==> config.mk <==
export PLATFORM = sky130hd
export DESIGN_NAME = mem_access_ctrl
export DESIGN_NICKNAME = d
export VERILOG_FILES = /design/src/rtl/mem_access_ctrl_pkg.sv /design/src/rtl/mem_access_ctrl_store_align.sv /design/src/rtl/mem_access_ctrl.sv
export SDC_FILE = /design/constraint.sdc
export NUM_CORES = 1
export LEC_CHECK = 0
export CORE_MARGIN = 2
export CORE_UTILIZATION = 25
export DETAILED_ROUTE_END_ITERATION = 7
export DONT_BUFFER_PORTS = 1
export GPL_ROUTABILITY_DRIVEN = 0
export SLEW_MARGIN = 5
export SYNTH_ARGS = -nofsm -noshare
export SYNTH_HDL_FRONTEND = slang
export SYNTH_SLANG_ARGS = --single-unit
export TNS_END_PERCENT = 5
==> constraint.sdc <==
create_clock -name clk -period 2.93 [get_ports clk]
set_input_delay 0.586 -clock clk [delete_from_list [all_inputs] [get_ports clk]]
set_output_delay 0.586 -clock clk [all_outputs]
set_load 0.02 [all_outputs]
==> src/rtl/mem_access_ctrl_pkg.sv <==
// Shared encodings for the MEM-stage access controller: request types, FSM states, timeout default.
package mem_access_ctrl_pkg;

  typedef enum logic [2:0] {
    RT_WORD   = 3'd0,
    RT_BYTE_U = 3'd1,
    RT_BYTE_S = 3'd2,
    RT_HALF_U = 3'd3,
    RT_HALF_S = 3'd4
  } req_type_e;

  typedef enum logic [1:0] {
    S_IDLE  = 2'd0,
    S_ISSUE = 2'd1,
    S_WAIT  = 2'd2,
    S_RESP  = 2'd3
  } state_e;

  localparam int TIMEOUT_DEFAULT = 255;

  // Words must be 4-byte aligned, halves 2-byte aligned; codes 5-7 are never legal.
  function automatic logic type_legal(input logic [2:0] rtype, input logic [1:0] addr_lo);
    case (rtype)
      RT_WORD:              type_legal = (addr_lo == 2'b00);
      RT_BYTE_U, RT_BYTE_S: type_legal = 1'b1;
      RT_HALF_U, RT_HALF_S: type_legal = ~addr_lo[0];
      default:              type_legal = 1'b0;
    endcase
  endfunction

endpackage

==> src/rtl/mem_access_ctrl_store_align.sv <==
// Byte-lane enables and replicated write data from access type and low address bits.
// Purely combinational; no state, no backpressure.
module store_align
  import mem_access_ctrl_pkg::*;
(
  input  logic [2:0]  rtype,
  input  logic [1:0]  addr_lo,
  input  logic [31:0] wdata,
  output logic [3:0]  be,
  output logic [31:0] wdata_out
);

  always_comb begin
    be        = 4'b0000;
    wdata_out = 32'h0;
    case (rtype)
      RT_WORD: begin
        be        = 4'b1111;
        wdata_out = wdata;
      end
      RT_BYTE_U, RT_BYTE_S: begin
        be        = 4'b0001 << addr_lo;
        wdata_out = {4{wdata[7:0]}};
      end
      RT_HALF_U, RT_HALF_S: begin
        be        = addr_lo[1] ? 4'b1100 : 4'b0011;
        wdata_out = {2{wdata[15:0]}};
      end
      default: begin
        be        = 4'b0000;
        wdata_out = 32'h0;
      end
    endcase
  end

endmodule

==> src/rtl/mem_access_ctrl.sv <==
// MEM-stage memory access FSM: one outstanding access; load resp 3 cycles after accept, store 2.
// Pipeline stalls while an access is in flight; memory side uses valid/ready with TIMEOUT abort.
module mem_access_ctrl
  import mem_access_ctrl_pkg::*;
#(
  parameter int TIMEOUT = TIMEOUT_DEFAULT
) (
  input  logic        clk,
  input  logic        reset_n,
  input  logic        req_valid,
  input  logic        req_we,
  input  logic [2:0]  req_type,
  input  logic [31:0] req_addr,
  input  logic [31:0] req_wdata,
  output logic        stall,
  output logic        resp_valid,
  output logic [31:0] resp_rdata,
  output logic [2:0]  ext_op,
  output logic [1:0]  ext_a,
  output logic        fault,
  output logic        mem_valid,
  input  logic        mem_ready,
  output logic [31:0] mem_addr,
  output logic        mem_we,
  output logic [3:0]  mem_be,
  output logic [31:0] mem_wdata,
  input  logic        mem_rvalid,
  input  logic [31:0] mem_rdata
);

  localparam int CW = $clog2(TIMEOUT + 1);

  state_e        state, state_nxt;
  logic          legal;
  logic          accept;
  logic          timeout_hit;
  logic          tmo_flag;
  logic [CW-1:0] tmo_cnt;
  logic          last_cycle;
  logic [3:0]    al_be;
  logic [31:0]   al_wdata;

  assign legal      = type_legal(req_type, req_addr[1:0]);
  assign accept     = (state == S_IDLE) && req_valid && legal;
  assign last_cycle = (tmo_cnt == CW'(TIMEOUT - 1));

  store_align u_store_align (
    .rtype     (req_type),
    .addr_lo   (req_addr[1:0]),
    .wdata     (req_wdata),
    .be        (al_be),
    .wdata_out (al_wdata)
  );

  always_ff @(posedge clk or negedge reset_n) begin
    if (!reset_n) state <= S_IDLE;
    else          state <= state_nxt;
  end

  always_comb begin
    state_nxt   = state;
    timeout_hit = 1'b0;
    stall       = 1'b0;
    resp_valid  = 1'b0;
    fault       = 1'b0;
    mem_valid   = 1'b0;
    case (state)
      S_IDLE: begin
        stall = accept;
        fault = req_valid & ~legal;
        if (accept) state_nxt = S_ISSUE;
      end
      S_ISSUE: begin
        stall     = 1'b1;
        mem_valid = 1'b1;
        // An accepted store completes even on the last budget cycle; an accepted load would not.
        if (mem_ready && mem_we) begin
          state_nxt = S_RESP;
        end else if (last_cycle) begin
          state_nxt   = S_RESP;
          timeout_hit = 1'b1;
        end else if (mem_ready) begin
          state_nxt = S_WAIT;
        end
      end
      S_WAIT: begin
        stall = 1'b1;
        if (mem_rvalid) begin
          state_nxt = S_RESP;
        end else if (last_cycle) begin
          state_nxt   = S_RESP;
          timeout_hit = 1'b1;
        end
      end
      S_RESP: begin
        resp_valid = 1'b1;
        fault      = tmo_flag;
        state_nxt  = S_IDLE;
      end
      default: state_nxt = S_IDLE;
    endcase
  end

  always_ff @(posedge clk or negedge reset_n) begin
    if (!reset_n) begin
      mem_we     <= 1'b0;
      mem_addr   <= 32'h0;
      mem_be     <= 4'b0000;
      mem_wdata  <= 32'h0;
      ext_op     <= 3'd0;
      ext_a      <= 2'd0;
      resp_rdata <= 32'h0;
      tmo_cnt    <= '0;
      tmo_flag   <= 1'b0;
    end else begin
      if (accept) begin
        mem_we     <= req_we;
        mem_addr   <= {req_addr[31:2], 2'b00};
        mem_be     <= al_be;
        mem_wdata  <= al_wdata;
        ext_op     <= req_type;
        ext_a      <= req_addr[1:0];
        resp_rdata <= 32'h0;
        tmo_cnt    <= '0;
        tmo_flag   <= 1'b0;
      end
      if (state == S_ISSUE || state == S_WAIT) tmo_cnt <= tmo_cnt + 1'b1;
      if (state == S_WAIT && mem_rvalid) resp_rdata <= mem_rdata;
      if (timeout_hit) begin
        tmo_flag   <= 1'b1;
        resp_rdata <= 32'h0;
      end
    end
  end

endmodule

; ---- Yosys cells after proc, flatten, opt, wreduce, memory -nomap -nowiden
; Index checks and enable logic that the tools add are counted.
[classes]
add_sub_neg = 1
eq_ne = 11
shifts = 1
n_mux = 26
bitwise_logic = 3
n_reduce_logical = 15
[ops]
columns = operator, count
row1 = 2-to-1 mux 32 bit, 3
row2 = case mux 32 bit (3 select lines), 1
row3 = 2-to-1 mux 8 bit, 2
row4 = 2-to-1 mux 2 bit, 6
row5 = case mux 4 bit (3 select lines), 1
row6 = "adder 8 x 1 -> 8 bit, second input constant", 1
row7 = "equality test 8 bit, second input constant", 1
row8 = case mux 2 bit (4 select lines), 1
row9 = 2-to-1 mux 1 bit, 7
row10 = "equality test 3 x 2 -> 1 bit, second input constant", 2
row11 = case mux 1 bit (2 select lines), 3
row12 = OR reduction 2 bit, 3
row13 = "equality test 2 bit, second input constant", 2
row14 = logical AND 1 bit, 4
row15 = logical NOT 2 bit, 2
row16 = 2-to-1 mux 4 bit, 1
row17 = "!= test 4 bit, second input constant", 1
row18 = nonzero test 2 bit, 2
row19 = "left shift 1 x 2 -> 4 bit, first input constant", 1
row20 = "equality test 3 x 1 -> 1 bit, second input constant", 1
row21 = "equality test 3 bit, second input constant", 1
row22 = logical NOT 3 bit, 1
row23 = "!= test 3 bit, second input constant", 1
row24 = case mux 1 bit (3 select lines), 1
row25 = 7 further kinds, 8
[totals]
reg_bits = 115
inputBits = 105

; ---- Longest topological paths before layout
; Gate-level depths: netlist (run 1).
[logic_depth]
depth_word = 7
ltp_mapped = 8
ltp_nobuf = 6

; ---- Hierarchy
; From an unflattened synthesis (run 1), not the netlist that was laid out.
[unflattened]
hier_cells = 580
area_unflattened_um2 = 5510.3
[by_module_without_submodules]
columns = module, n_inst, cells_each, area_per_inst_um2, seq_area_each_um2
row1 = mem_access_ctrl, 1, 466, 4672.0, 2877.8
row2 = store_align, 1, 114, 838.3, 0.0

; ---- Worst setup path after synthesis (run 1)
; OpenSTA, ideal clock, no wires.
[synth_path]
kind = input to output
startpoint = input req_type[1]
endpoint = output stall
arrival_time_ns = 1.905
required_time_ns = 2.344
setup_slack_ns = 0.439
stages = 4
n_path_buf = 0
path_cell_list = or2_1 a221o_1 o21ai_1 nor2b_1
[synth_via]
elab_chain_len = 5
elab_cells_between_ends = 10
classes_between = eq/ne (4) / mux (2) / reduce/logical (4)
[synth_rtl]
columns = element, line
row1 = from (decl), mem_access_ctrl.sv:12  ; input logic [2:0] req_type,
row2 = "equality test 3 x 2 -> 1 bit, or another cell as far along", mem_access_ctrl_pkg.sv:23  ; case (rtype)
row3 = OR reduction 2 bit, mem_access_ctrl_pkg.sv:23
row4 = case mux 1 bit (3 select lines) *, mem_access_ctrl_pkg.sv:23
row5 = logical AND 1 bit *, mem_access_ctrl.sv:44  ; assign accept = (state == S_IDLE) && req_valid && legal;
row6 = case mux 1 bit (2 select lines) *, mem_access_ctrl.sv:67  ; case (state)
row7 = to (decl), mem_access_ctrl.sv:15  ; output logic stall,
; Every way passes the cells marked *; elsewhere a longest branch is shown, timed or not.

; ---- Worst setup path in the final report (run 1)
[layout_path]
startpoint = register state[1]
endpoint = output stall
[layout_via]
elab_chain_len = 4
elab_cells_between_ends = 7
classes_between = eq/ne (2) / mux (1) / reduce/logical (4)
[layout_rtl]
columns = element, line
row1 = from (decl), mem_access_ctrl.sv:33  ; state_e state, state_nxt;
row2 = from (signal assigned), mem_access_ctrl.sv:57  ; else state <= state_nxt;
row3 = logical NOT 2 bit, "mem_access_ctrl.sv:44, mem_access_ctrl.sv:67"
row4 = logical AND 1 bit (2 in series), mem_access_ctrl.sv:44
row5 = case mux 1 bit (2 select lines) *, mem_access_ctrl.sv:67
; Marks and branches as above.

==> results of run 1 <==
-- Yosys cell counts, types with 3 or more instances --
| cell type | count |
|---|---|
| dfrtp_1 | 115 |
| mux2_2 | 26 |
| nand2_1 | 14 |
| nand4bb_1 | 3 |
| inv_1 | 15 |
| o31ai_1 | 9 |
| ha_1 | 7 |
| or4bb_1 | 13 |
| nor2b_1 | 3 |
| a21oi_1 | 21 |
| o22ai_1 | 13 |
| o211ai_1 | 8 |
| buf_2 | 8 |
| clkbuf_1 | 15 |
| buf_4 | 5 |
| a22o_1 | 32 |
| buf_8 | 3 |
| nand3_1 | 4 |
| nand2b_1 | 5 |
| mux2i_1 | 26 |
| a31oi_1 | 5 |
| mux2_1 | 30 |
| nor2_1 | 5 |
| o21ai_0 | 14 |
-- per-stage QoR --
stage                     std cells  utilization [%]
after floorplan                 431                -
after global placement          682             26.7
after detailed placement        682             26.7
after CTS                       714             29.6
after global routing            714             29.6
final                           715             29.6
-- critical path: cells and delay by family (launching register included) --
family                     cells  cell delay (ps)
and+or+nand+nor                1              170
DFF                            1              400
adders and majority gates      1              390
AOI/OAI and AO/OA              1              180
buffers and inverters          3              610
-- area by class of cell --
type / count / share of cell area, %
clock inverter: 13 / 2.80
tap: 275 / 5.51
multi-input combinational: 266 / 36.1
timing repair buffer: 11 / 1.52
inverter: 15 / 0.901
sequential: 115 / 46.0
clock buffer: 19 / 7.09
antenna: 1 / 0.0400
-- cell families after synthesis --
logic type / Yosys count / synth area share [%]
adders and majority gates: 7 / 1.63
AOI/OAI and AO/OA: 119 / 15.9
DFF: 115 / 53.5
other: 1 / 0.0697
and+or+nand+nor: 53 / 6.89
buffers and inverters: 50 / 4.96
xor gates and xnor gates: 3 / 0.489
muxes: 82 / 16.6
-- sequential cells by signal, summed over array words and instances (netlist names) --
register,cells
mem_addr,30
resp_rdata,32
mem_be,4
mem_wdata,32
state,2
tmo_cnt,8
tmo_flag,1
mem_we,1
ext_a,2
ext_op,3
-- cells in the final DEF, fill, tap and decap left out, types with 2 or more instances in the layout --
cell type     n
a22o_1       32
mux2_1       30
or4bb_1      13
a21oi_1      21
conb_1        2
xnor2_1       2
a31oi_1       5
nor2b_1       2
a21bo_2       2
dfrtp_1     115
a2bb2oi_1     2
ha_1          7
nand2b_1      5
o21ai_0      14
inv_6         2
clkbuf_16    17
inv_1        15
clkinvlp_4    2
a211oi_1      2
nand4bb_1     3
bufinv_16     3
mux2_2       26
o31ai_1       9
clkinv_4      6
buf_4        10
o211ai_1      8
o22ai_1      13
mux2i_1      26
nand3_1       4
nor2_1        5
nand2_1      14
-- power groups by stage --
stage               registers [uW]  logic, uW  clock network, uW
floorplan                     3550       1300                  0
global placement              3770       1450                  0
detailed placement            3800       1580                  0
CTS                           3780       1590               2240
global route                  3870       1740               2310
finish                        3760       1560               2160
-- layer usage --
| layer | part of all wire, % | wire length (um) |
|---|---|---|
| met3 | 12 | 1710 |
| met1 | 39 | 5620 |
| met5 | 0 | 0 |
| met4 | 0.78 | 113 |
| met2 | 48 | 7000 |
-- final timing paths --
kind	to	startpoint	slack, ps	depth (start not counted)
hold reg to reg	tmo_cnt[7]	tmo_cnt[7]	510	1
max in group asynchronous	mem_wdata[16]	reset_n	2840	0
setup / recovery	stall	state[1]	180	6
setup reg to reg	resp_rdata[2]	state[1]	390	7
hold / removal	resp_rdata[20]	reset_n	-130	0
min in group clk	mem_addr[15]	req_addr[15]	300	1
==> summary.md, run 1 <==
| Metric | Value |
|---|---|
| Crit Path Class | `flip-flop to primary output` |
| Layout cells sized above 1 | `~17%` |
| Rows | `53` |
| Syn_area_per_cell | `around 13 um2` |
| Post-synth ARST share | `100%` |
| DR vias | `3541` |
| GRT overflow | `0` |
| Worst-path cell chain | `inv_1, ha_1, inv_1, o21ai_1, nor2b_1, buf_4` |
| RSZ-0062 raised after global routing | `no` |
| Die area | `roughly 23000 um2` |
| Final worst-path cycle share | `a little over nine tenths` |
| Startpoint class of the critical path | `flip-flop` |
| Fillcell total | `approximately 2.1k` |
| DP Area | `~5600 um2` |
| Final instance area | `6250 um2` |
| Final hold vios | `between 100 and 150` |
| 1st-iter DRT viols | `~150` |
| Rel. slew slack | `a little over 60%` |
| Die height | `approximately 150 um` |
| Drt via density | `4.95` |
| I/O pin count | `215` |
| Post-CTS setup buffers | `0` |
| Initial core utilization | `around a quarter` |
| Cts bufs inserted | `17` |
| Port bufs | `0` |
| Cell Area, Synth | `roughly 5400 um2` |
| CTS sink cnt | `approximately 120` |
| Pin count of the biggest net entering global routing | `~120` |
| Die X | `151 um` |
| Crit path arrival time | `roughly 2200 ps` |
| Multi-input combinational cell area | `about 2300 um2` |
| M2 GR Usage | `a little over a fifth` |
| GR Util All Layers | `12.5%` |
| Max Clk Rate | `between 0.3 and 0.4 GHz` |
| Setup TNS | `0 ps` |
| DRC | `0` |
| Root buf cell | `clkbuf_16` |
| Routing usage on met3 | `about 6.7%` |
| Register bit total from synthesis | `between 100 and 150` |
| CTS resizes | `0` |
| Period minus WS final | `roughly 2800 ps` |
| P_leak | `approximately 0.0026 uW` |
| Hold/Removal Path Class | `input pin to asynchronous set/reset pin` |
| Drt pass-1 iters | `4` |
| P_int | `4480 uW` |
| Slew at the pin closest to its max-slew limit | `slightly below 600 ps` |
| Synth-to-Final Area Change | `16.2%` |
| Sequential share of the synthesized area | `between 50% and 60%` |
| Failing checks | `hold timing` |
| Max stage delay on crit path | `around 400 ps` |
| Clk pwr share | `28.9%` |
| Wirelength per Cell | `~20 um` |
| Ys Warns | `0` |
| Reg power frac | `between 50% and 60%` |
| Combinational power share | `around a fifth` |
| Most frequent CP cell | `inv_1` |
| Final hold slack | `-125 ps` |
| Synth Flop Type | `dfrtp_1` |
| Worst VDD drop | `between 400 and 500 uV` |
| Status | `finished with violations` |
| Worst slack, placed | `approximately 400 ps` |
| Core ar. | `about 21000 um2` |
| Clock Path Buffers | `2` |
| CTS tree | `yes` |
| CP required | `2340 ps` |
| Initial antenna violation count | `1` |
| Cell taking the most area after synthesis | `dfrtp_1` |
| Yosys cell types | `50` |
| CP max-delay cell | `dfrtp_1` |
| Final Max Slew Viols | `0` |
| Max_cap viols | `0` |
| FF+latch area | `2880 um2` |
| Total power | `between 7000 and 8000 uW` |
| Worst skew pair latency | `410 ps` |
| Clk_skew | `between 10 and 15 ps` |
| M1 GR Usage | `around 14%` |
| First-pass GRT wire length | `between 20000 and 25000 um` |
| CP Capture Type | `primary output` |
| Global routing's busiest layer | `met2` |
| Antenna-violating nets left | `0` |
| Power Density | `around 1200 nW/um2` |
| Crit path max fanout | `12` |
| CTS H-tree depth | `4` |
| Synth area leaders | `dfrtp_1 (54%), mux2_1 (6.3%), mux2_2 (5.4%)` |
| Clk slew on worst S/H paths | `60 ps` |
| Final setup viols | `0` |
| Post-Synthesis Cells | `430` |
| Setup ws final | `approximately 180 ps` |
| Yosys top cell area share | `53.5%` |
| Switching share of power | `approximately 40%` |
| Vias in the first global route | `approximately 3.9k` |
| DP HPWL | `10300 um` |
| Final nets | `between 500 and 600` |
| Post-Route WL | `14400 um` |
| EDFF count, synth | `0` |
| Switch Pwr | `3000 uW` |
Power figures use the tool's default switching activity.
==> run 2: changes to the inputs <==
--- a/config.mk
+++ b/config.mk
@@ -14,4 +14,3 @@
 export SYNTH_ARGS = -nofsm -noshare
 export SYNTH_HDL_FRONTEND = slang
 export SYNTH_SLANG_ARGS = --single-unit
-export TNS_END_PERCENT = 5
==> results of run 2 <==
Final layout, timing and power as in run 1 (identical DEF).
==> run 3: changes to the inputs <==
--- a/config.mk
+++ b/config.mk
@@ -5,12 +5,13 @@
 export SDC_FILE = /design/constraint.sdc
 export NUM_CORES = 1
 export LEC_CHECK = 0
+export CORE_ASPECT_RATIO = 1.5
 export CORE_MARGIN = 2
 export CORE_UTILIZATION = 25
 export DETAILED_ROUTE_END_ITERATION = 7
 export DONT_BUFFER_PORTS = 1
 export GPL_ROUTABILITY_DRIVEN = 0
-export SLEW_MARGIN = 5
+export SETUP_SLACK_MARGIN = 0.3
 export SYNTH_ARGS = -nofsm -noshare
 export SYNTH_HDL_FRONTEND = slang
 export SYNTH_SLANG_ARGS = --single-unit
==> summary.md, run 3 (synthesis gave the netlist of run 1 again) <==
| Metric | Value |
|---|---|
| Diodes inserted | `0 (-1)` |
| Final worst-path cycle share | `85.3% (-8.6 points)` |
| Setup TNS | `0 ps (unchanged)` |
| Post-Route WL | `14300 um (-1.3%)` |
| Reg2reg setup slack | `530 ps (+140 ps)` |
| Die height | `184 um (+22%)` |
| Fillcell total | `2125 (-0.98%)` |
| Most common cell after layout, fill and taps aside | `dfrtp_1` |
| Rel. slew slack | `51.6% (-9.8 points)` |
| Drt via density | `5.05 (+2.0%)` |
| Worst VDD drop | `520 uV (+26%)` |
| CP Capture Type | `primary output` |
| Rows | `65 (+23%)` |
| P_leak | `0.00265 uW (+0.19%)` |
| DP HPWL | `10400 um (+0.68%)` |
| Cts bufs inserted | `17 (unchanged)` |
| CTS sink cnt | `115 (unchanged)` |
| Port bufs | `0 (unchanged)` |
| Drt pass-1 iters | `4 (unchanged)` |
| RSZ-0062 raised after global routing | `no` |
| Synth-to-Final Area Change | `17.1%` |
| DRC | `0 (unchanged)` |
| Total power | `7580 uW (+1.3%)` |
| Placed cells | `676 (-0.88%)` |
| R2R depth | `7 (unchanged)` |
| Clock Path Buffers | `2 (unchanged)` |
| Final setup viols | `0 (unchanged)` |
| Final Max Slew Viols | `0 (unchanged)` |
| DR vias | `3575 (+0.96%)` |
| Post-CTS setup buffers | `0 (unchanged)` |
| Commonest non-fill, non-tap cells in the layout | `dfrtp_1 (115), a22o_1 (32), mux2_1 (30)` |
| Period minus WS final | `2500 ps (-252 ps)` |
| Final hold vios | `115 (unchanged)` |
| Worst skew pair latency | `420 ps (about the same)` |
| Die X | `124 um (-18%)` |
| Die area | `22700 um2 (+0.10%)` |
| Max_cap viols | `0 (unchanged)` |
| Clk slew on worst S/H paths | `60 ps (about the same)` |
| CTS tree | `yes` |
| GRT overflow | `0 (unchanged)` |
| Startpoint class of the critical path | `flip-flop` |
| Status | `finished with violations` |
| Final instance area | `6290 um2 (+0.72%)` |
| Largest regs | `mem_wdata (32), resp_rdata (32), mem_addr (30)` |
| R2R Path Start | `state[1]` |
| Initial antenna violation count | `1 (unchanged)` |
| Worst slack, placed | `396 ps (-6.18 ps)` |
| Setup ws final | `431 ps (+252 ps)` |
| Crit path arrival time | `1910 ps (-250 ps)` |
| I/O pin count | `215 (unchanged)` |
| Crit path max fanout | `19 (+7)` |
| Max Clk Rate | `0.400 GHz (+10%)` |
| Power Density | `1200 nW/um2 (+0.53%)` |
| CTS H-tree depth | `4 (unchanged)` |
| First-pass GRT wire length | `21100 um (-1.5%)` |
| DP Area | `5630 um2 (about the same)` |
| Root buf cell | `clkbuf_16` |
| Clk_skew | `5.98 ps (-4.76 ps)` |
| Initial core utilization | `25.5% (+0.029 points)` |
| Pin count of the biggest net entering global routing | `116 (unchanged)` |
| Wirelength per Cell | `20.1 um (-0.31%)` |
| GR Util All Layers | `12.4% (-0.11 points)` |
| Crit Path Class | `flip-flop to primary output` |
| R2r endpoint | `resp_rdata[17]` |
| Final hold slack | `-136 ps (-10.6 ps)` |
| Failing checks | `hold timing` |
| Layout cells sized above 1 | `18.6% (+1.3 points)` |
| Hold/Removal Path Class | `input pin to asynchronous set/reset pin` |
| Final nets | `539 (+0.19%)` |
| Core ar. | `21100 um2 (-0.11%)` |
| Antenna-violating nets left | `0 (unchanged)` |
| Final Non-Filler Cells | `708 (-0.98%)` |
| CP required | `2340 ps (about the same)` |
| Vias in the first global route | `3764 (-2.6%)` |
| Slew at the pin closest to its max-slew limit | `724 ps (+146 ps)` |
| 1st-iter DRT viols | `168 (+15%)` |
[run 3: changes by cell type in the layout (fill, tap and decap cells not counted), sizes merged]
cell	before	now
clkinv	6	2
inv	17	19
diode	1	0
clkinvlp	2	4
buf	11	12
[run 3: worst max path at each step]
stage	start	endpoint	slack, ps	cells after the start
3_5_place_dp	state[1]	resp_rdata[17]	400	6
2_1_floorplan	req_type[1]	stall	440	4
3_3_place_gp	state[1]	resp_rdata[4]	490	6
5_1_grt	state[1]	stall	310	7
6_report	state[0]	stall	430	7
4_1_cts	state[0]	stall	300	7
[run 3: final cells by class]
| cell class | instances | area (um2) | area share [%] |
|---|---|---|---|
| clock buffer | 19 | 453 | 7.20 |
| clock inverter | 13 | 173 | 2.74 |
| inverter | 15 | 56.3 | 0.894 |
| multi-input combinational | 266 | 2300 | 36.5 |
| sequential | 115 | 2880 | 45.7 |
| tap | 268 | 335 | 5.33 |
| timing repair buffer | 12 | 103 | 1.63 |
[run 3: routing by layer]
layer  part of all wire (%)  vias to the layer above  wire [um]  track usage (%)
met1                     36                     1776       5110             12.9
met5                   0.13                        -         19                0
met2                     52                      163       7420             20.5
met3                    7.4                       38       1060             5.27
met4                    4.5                        2        647             7.45
li1                       -                     1596          -                -
[run 3: what timing repair did]
| item | in CTS | in global routing |
|---|---|---|
| gates resized for setup | 3 | 5 |
| hold endpoints to repair | 115 | 115 |
| endpoints found under the setup margin | 1 | 33 |
| gates cloned | 0 | 0 |
[run 3: power by group]
| group | internal, uW | leakage [uW] | switching (uW) | total, uW |
|---|---|---|---|---|
| logic | 845 | 0.000917 | 784 | 1630 |
| clock network | 1390 | 0.000293 | 780 | 2170 |
| registers | 2320 | 0.00143 | 1460 | 3780 |
[run 3: stage by stage]
stage | util [%] | hold WS (ps)
after global routing | 29.9 | -164
after floorplan | - | 290
after CTS | 29.8 | -164
final | 29.9 | -136
after global placement | 26.7 | 293
after detailed placement | 26.7 | 292
[run 3: critical path, stage by stage (launching register included)]
cell	delay [ps]
dfrtp_1	410
inv_2	130
ha_4	190
nand2_1	90
buf_4	220
o21ai_4	180
nor2b_1	140
buf_4	150
